`src/rtl/enc_dec_pkg.sv`:
```
// enc_dec_pkg -- definitions shared by the priority encoder/serializer and
// the one-hot decoder it feeds.
//   ST_IDLE / ST_EMIT : serializer state encoding (also wrapped as state_t)
//   single_bit()      : true when a vector has exactly one bit set
// Optional build macro: PRIO_ENC_LSB_FIRST_EN (used by prio_find).
package enc_dec_pkg;

  localparam logic ST_IDLE = 1'b0;
  localparam logic ST_EMIT = 1'b1;

  typedef enum logic {
    S_IDLE = ST_IDLE,
    S_EMIT = ST_EMIT
  } state_t;

  // Vectors up to 64 bits (N <= 6); callers zero-extend their operand.
  // v & (v-1) strips the lowest set bit, so the result is zero only for
  // vectors with at most one bit set.
  function automatic logic single_bit(input logic [63:0] v);
    return (v != 64'd0) && ((v & (v - 64'd1)) == 64'd0);
  endfunction

endpackage

```
`src/rtl/prio_find.sv`:
```
// prio_find -- combinational priority search over a 2^N-bit vector.
//   vec  in  2^N  candidate bits
//   idx  out N    index of the winning set bit (0 when vec is empty)
//   any  out 1    vec has at least one bit set
// Optional build macro: PRIO_ENC_LSB_FIRST_EN
//   undefined : highest set index wins
//   defined   : lowest set index wins
module prio_find #(
  parameter int N = 2
) (
  input  logic [(1<<N)-1:0] vec,
  output logic [N-1:0]      idx,
  output logic              any
);

  always_comb begin
    idx = '0;
    any = |vec;
    // The scan runs toward the winning end so the last hit overwrites
    // earlier ones, giving the required priority without a break.
`ifdef PRIO_ENC_LSB_FIRST_EN
    for (int i = (1 << N) - 1; i >= 0; i--) begin
      if (vec[i]) idx = N'(i);
    end
`else
    for (int i = 0; i < (1 << N); i++) begin
      if (vec[i]) idx = N'(i);
    end
`endif
  end

endmodule

```
`src/rtl/prio_enc_serializer.sv`:
```
// prio_enc_serializer -- sequential 2^N-to-N priority encoder. Accepts a
// multi-hot request vector and emits the index of every set bit, one per
// output handshake, in priority order.
//   clk        in  1    rising-edge clock
//   rst_n      in  1    asynchronous active-low reset
//   in_valid   in  1    req valid
//   in_ready   out 1    ready for a new vector (IDLE)
//   req        in  2^N  multi-hot request vector
//   flush      in  1    synchronous abort of the pending vector
//   out_valid  out 1    idx/last valid (EMIT)
//   out_ready  in  1    sink accepts idx
//   idx        out N    current highest-priority pending index
//   last       out 1    idx is the final pending bit
//   busy       out 1    vector being serialized
// Optional build macro: PRIO_ENC_LSB_FIRST_EN (lowest index first).
module prio_enc_serializer
  import enc_dec_pkg::*;
#(
  parameter int N = 2
) (
  input  logic              clk,
  input  logic              rst_n,
  input  logic              in_valid,
  output logic              in_ready,
  input  logic [(1<<N)-1:0] req,
  input  logic              flush,
  output logic              out_valid,
  input  logic              out_ready,
  output logic [N-1:0]      idx,
  output logic              last,
  output logic              busy
);

  localparam int W = 1 << N;

  state_t         state_reg, state_next;
  logic [W-1:0]   pend_reg, pend_next;
  logic [W-1:0]   clr_mask;
  logic           any;

  prio_find #(.N(N)) u_find (
    .vec (pend_reg),
    .idx (idx),
    .any (any)
  );

  // Handshake flags come from the state register only; idx/last only from
  // pend, so no input reaches an output combinationally.
  assign last      = single_bit(64'(pend_reg));
  assign in_ready  = (state_reg == S_IDLE);
  assign out_valid = (state_reg == S_EMIT);
  assign busy      = (state_reg == S_EMIT);

  always_ff @(posedge clk or negedge rst_n) begin
    if (!rst_n) begin
      state_reg <= S_IDLE;
      pend_reg  <= '0;
    end else begin
      state_reg <= state_next;
      pend_reg  <= pend_next;
    end
  end

  always_comb begin
    state_next      = state_reg;
    pend_next       = pend_reg;
    clr_mask        = '0;
    clr_mask[idx]   = 1'b1;
    if (flush) begin
      // Abort wins over both handshakes in the same cycle.
      state_next = S_IDLE;
      pend_next  = '0;
    end else begin
      case (state_reg)
        S_IDLE: begin
          // An all-zero vector is accepted and simply dropped.
          if (in_valid && (req != '0)) begin
            pend_next  = req;
            state_next = S_EMIT;
          end
        end
        S_EMIT: begin
          if (!any) begin
            // Unreachable in normal operation; recover rather than stall.
            state_next = S_IDLE;
          end else if (out_ready) begin
            pend_next = pend_reg & ~clr_mask;
            if (last) state_next = S_IDLE;
          end
        end
        default: begin
          state_next = S_IDLE;
          pend_next  = '0;
        end
      endcase
    end
  end

endmodule

```
`config.mk`:
```
export PLATFORM = sky130hd
export DESIGN_NAME = prio_enc_serializer
export DESIGN_NICKNAME = d
export VERILOG_FILES = /design/src/rtl/enc_dec_pkg.sv /design/src/rtl/prio_find.sv /design/src/rtl/prio_enc_serializer.sv
export SDC_FILE = /design/constraint.sdc
export NUM_CORES = 1
export LEC_CHECK = 0
export ABC_AREA = 1
export CAP_MARGIN = 40
export CORE_AREA = 2 2 39 41
export DETAILED_ROUTE_END_ITERATION = 6
export DIE_AREA = 0 0 41 43
export PLACE_DENSITY = 0.58
export SETUP_SLACK_MARGIN = 0.05
export SLEW_MARGIN = 25
export SYNTH_ARGS = -nofsm -noshare
export SYNTH_HDL_FRONTEND = slang
export SYNTH_HIERARCHICAL = 1
export SYNTH_SLANG_ARGS = --single-unit
```
`constraint.sdc`:
```
create_clock -name clk -period 3.1 [get_ports clk]
set_input_delay 0.93 -clock clk [delete_from_list [all_inputs] [get_ports clk]]
set_output_delay 0.93 -clock clk [all_outputs]
set_load 0.02 [all_outputs]
```
==> results of run 1 <==
worst min-delay path by stage:
| stage | start | slack, ns | to |
|---|---|---|---|
| floorplan | pend_reg[0] | 0.50 | pend_reg[0] |
| global route | pend_reg[0] | 0.62 | pend_reg[0] |
| finish | pend_reg[1] | 0.57 | pend_reg[1] |
| detailed placement | pend_reg[1] | 0.55 | pend_reg[1] |
| global placement | pend_reg[1] | 0.55 | pend_reg[1] |
| CTS | pend_reg[1] | 0.57 | pend_reg[1] |
worst max-delay path, cell delays in order, from the launching register on:
cell                              delay [ns]
sky130_fd_sc_hd__dfrtp_1                0.42
sky130_fd_sc_hd__or2_1                  0.26
sky130_fd_sc_hd__nand2_1                0.07
sky130_fd_sc_hd__and2_1                 0.12
sky130_fd_sc_hd__clkdlybuf4s50_1        0.59
cell type report:
type | count | area [sq um]
Fill cell | 151 | 769
Multi-Input combinational cell | 57 | 262
Timing Repair Buffer | 14 | 140
Sequential cell | 5 | 125
Inverter | 11 | 41.3
Clock buffer | 4 | 26.3
Tap cell | 16 | 20.0
logic make-up after synthesis:
family                 Yosys count
AO/OA/AOI/OAI                    6
buffers and inverters           12
flip-flops                       5
AND/OR/NAND/NOR                 51
placed cells by master (no fill, tap or decap):
master,instances
sky130_fd_sc_hd__clkbuf_4,3
sky130_fd_sc_hd__a21oi_1,4
sky130_fd_sc_hd__a21oi_4,1
sky130_fd_sc_hd__clkbuf_1,1
sky130_fd_sc_hd__dfrtp_1,5
sky130_fd_sc_hd__nor2_2,1
sky130_fd_sc_hd__nand3_1,6
sky130_fd_sc_hd__nand2_1,35
sky130_fd_sc_hd__and2_1,1
sky130_fd_sc_hd__inv_1,10
sky130_fd_sc_hd__nand2_4,1
sky130_fd_sc_hd__clkdlybuf4s50_1,14
sky130_fd_sc_hd__inv_2,1
sky130_fd_sc_hd__nand2_2,1
sky130_fd_sc_hd__a21oi_2,1
sky130_fd_sc_hd__or2_1,1
sky130_fd_sc_hd__nor2_1,5
routing by layer:
metal  global-route usage, %  wire, um  up-vias
met3                    6.28        42        0
li1                        -         -      255
met4                    6.00         0        0
met2                    19.1       503       12
met1                    16.2       460      210
met5                       0         0        -
stage by stage:
step	std cells	worst slack, ns	hold WS, ns	total power [uW]	util (%)
3_5_place_dp	103	0.732	0.553	227	42.5
2_1_floorplan	74	1.24	0.503	173	-
3_3_place_gp	103	0.745	0.549	228	42.5
5_1_grt	107	0.391	0.624	323	44.4
6_report	107	0.473	0.566	301	44.4
4_1_cts	107	0.466	0.568	305	44.4
power by group through the flow:
stage | clock [uW] | sequential, uW | combinational (uW)
final | 75.9 | 89.6 | 135
after global routing | 82.6 | 91.7 | 149
after CTS | 78.6 | 89.7 | 137
after detailed placement | 0 | 90.6 | 136
after global placement | 0 | 90.9 | 137
after floorplan | 0 | 88.1 | 84.9
==> results.md, run 1 <==
- The mapped netlist covers 435 sq um.
- The number of buffers inserted by port buffering is 14.
- Of the total power, the clock network draws between 20 and 30%.
- The count of final hold-check violations was 0.
- The clock transition at the registers of the reported paths is ~0.040 ns.
- For this run, the register share of the synthesized area comes to between 20 and 30%.
- The via count is about 480.
- The post-synthesis cell type with the largest combined area is sky130_fd_sc_hd__nand2_1.
- The longest clock path from root to sink contains 2 buffers.
- Between clock sinks in the finished design, the worst skew comes to 0.00330 ns.
- During synthesis, Yosys emitted a total of 6 warnings.
- The final cycle utilization of the critical path is 84.8%.
- After clock tree synthesis, the repair step resized 0 gates.
- The post-synthesis compound-gate area fraction is between 10% and 20%.
- The number of distinct standard cells referenced by the synthesized netlist is 15.
- The critical path starts at pend_reg[1].
- The pin count of the biggest net entering global routing is 10.
- In this run the vertical extent of the chip is between 40 and 50 um.
- The number of nets handed over by synthesis was slightly above 80.
- The maximum fanout along the worst path is 6.
- The number of cells on the worst reg-to-reg path is 7.
- For this block, the initial DRC count from the detailed router was 11.
- After Yosys synthesis, XOR and XNOR cells account for 0% of the synthesized area.
- The final net count is between 100 and 150.
- The area growth from synthesis to layout is 41.1%.
- The transition time of the tightest slew-check pin is a little under 0.3 ns.
- The worst reg2reg path endpoint is pend_reg[3].
- The cell area power density is ~490 mW/mm^2.
- Yosys attributes the largest share of cell area to sky130_fd_sc_hd__nand2_1 30%, sky130_fd_sc_hd__dfrtp_1 29%, sky130_fd_sc_hd__inv_1 8.6%, sky130_fd_sc_hd__nand3_1 6.9%, sky130_fd_sc_hd__a21oi_1 4.6%.
- The net load switching power is around 120 uW.
- The clock latency on the worst-skew pair is 0.24 ns.
- The number of global-route vias before repair came to about 380.
- After routing the design area is between 600 and 700 sq um.
- The type of destination of the critical path is an output pin.
- Synthesis inferred 5 register bits.
- The clock tree from TritonCTS is yes.
- The worst-case IR drop observed on VDD is approximately 0.00025 V.
- The internal power summed over all cells is approximately 180 uW.
- The run finished with clean final reports.
- The primary flip-flop cell chosen by synthesis mapping is sky130_fd_sc_hd__dfrtp_1.
- The worst setup path is launched from a flip-flop.
- The register with the most flip-flops in the layout has 4 of them.
- In this run the critical register-to-register path is launched from pend_reg[3].
- Of the cells placed in the final design, the portion with a size suffix greater than 1 is 9.89%.
- The total setup buffers inserted after CTS is 0.
- Measured against its own limit, the worst slew margin works out to approximately 80%.
- The share of synthesized area spent on multiplexers is 0%.
- Setup repair after global routing left no endpoint under its margin.
- The arrival time reported for the critical path endpoint is roughly 1.7 ns.
- The worst hold path belongs to the class flip-flop to flip-flop.
- The remaining antenna violation count after routing is 0.
- For this configuration, the core starts out at a cell density of a little under a third.
- The placed instances occupy a cell area of a little under 600 sq um.
- The number of setup violations in the final report is 0.
- The synthesized instance count is 74.
- Global routing finished with a remaining overflow of 0.
- Before antenna repair, the detailed router went through 4 iterations.
- In this run the standard cell core region covers approximately 0.0014 sq mm.
- The tree is rooted in a sky130_fd_sc_hd__clkbuf_4.
- For this run, design rule violations remaining after detail routing come to 0.
- The number of sinks driven by the clock tree is 5.
- After Yosys synthesis, full adders, half adders and majority gates account for 0% of the synthesized area.
- The main combinational cell family by area after synthesis is simple AND/OR/NAND/NOR gates.
- The end point of the critical path is last.
- The count of final max-slew check failures is 0.
- TritonCTS created 3 clock buffers.
- The share of power burned in registers is between 20% and 30%.
- The die is 41 um wide.
- The highest achievable clock rate is approximately 0.38 GHz.
- The HPWL reported at the end of detailed placement is about 800 um.
- The worst setup path is of the flip-flop to output pin kind.
- The number of max-cap violations is 0.
- The cell count of the worst hold path is 2.
- The global-route wire length before repair is approximately 1500 um.
- Ranked by instance count, the synthesized netlist is headed by 35 x sky130_fd_sc_hd__nand2_1, 10 x sky130_fd_sc_hd__inv_1, 6 x sky130_fd_sc_hd__nand3_1.
- The floorplan row count is 14.
- The number of antenna diodes in the final layout is 0.
- Adding up every negative setup slack in the final design gives 0 ns.
- The I/O pin count is 15.
- The wire length per cell after detailed routing is 9.40 um.
- A synthesized cell averages between 5 and 6 sq um.
- The final layout contains routed wiring with a total length of approximately 1000 um.
- The switching share of total power is 39.0%.
- STA puts the critical path data required time at roughly 2.2 ns.
- The quantity of hold-fixing buffers added after cts is 0.
- The global routing usage summed across all routing layers is 13.3%.
- The die covers 0.00176 sq mm.
- Counting flops with a built-in enable in the synthesized netlist gives 0.
- The most numerous cell in the Yosys netlist is sky130_fd_sc_hd__nand2_1.
- The top cell type by area accounts for between 30 and 40% of the synthesized area.
- In this run, the combinational gates consume between 40% and 50% of the power.
- The total number of H-tree levels is 1.
- Counting I/O delays and the setup requirement, the final critical path takes 2.63 ns.
- The routability congestion estimate from global placement is around 0.74.
- In this run the static leakage power is a little over 0.0003 uW.
- The proportion of register bits with asynchronous set or reset after synthesis is between 90% and 100%.
- The simple-gate share of the synthesized area is just under 50%.
- The initial antenna violation count is 0.
- The reg-to-reg setup timing slack is 1.90 ns.
- The post-detailed-route via-to-cell ratio is 4.46.
No activity file was read; power rests on OpenSTA's default activity.
==> run 2: changes to the inputs <==
==> constraint.sdc (replaced) <==
create_clock -name clk -period 2.68 [get_ports clk]
set_input_delay 0.804 -clock clk [delete_from_list [all_inputs] [get_ports clk]]
set_output_delay 0.804 -clock clk [all_outputs]
set_load 0.02 [all_outputs]
==> results of run 2 <==
The final DEF is identical to that of run 1. Status: complete, no violations.
Main changes from that run: setup slack after placement 0.732 ns -> 0.438 ns; setup slack after layout 0.473 ns -> 0.179 ns; register-to-register setup slack 1.90 ns -> 1.48 ns; total power 301 uW -> 348 uW; worst IR drop on VDD 0.000254 V -> 0.000294 V
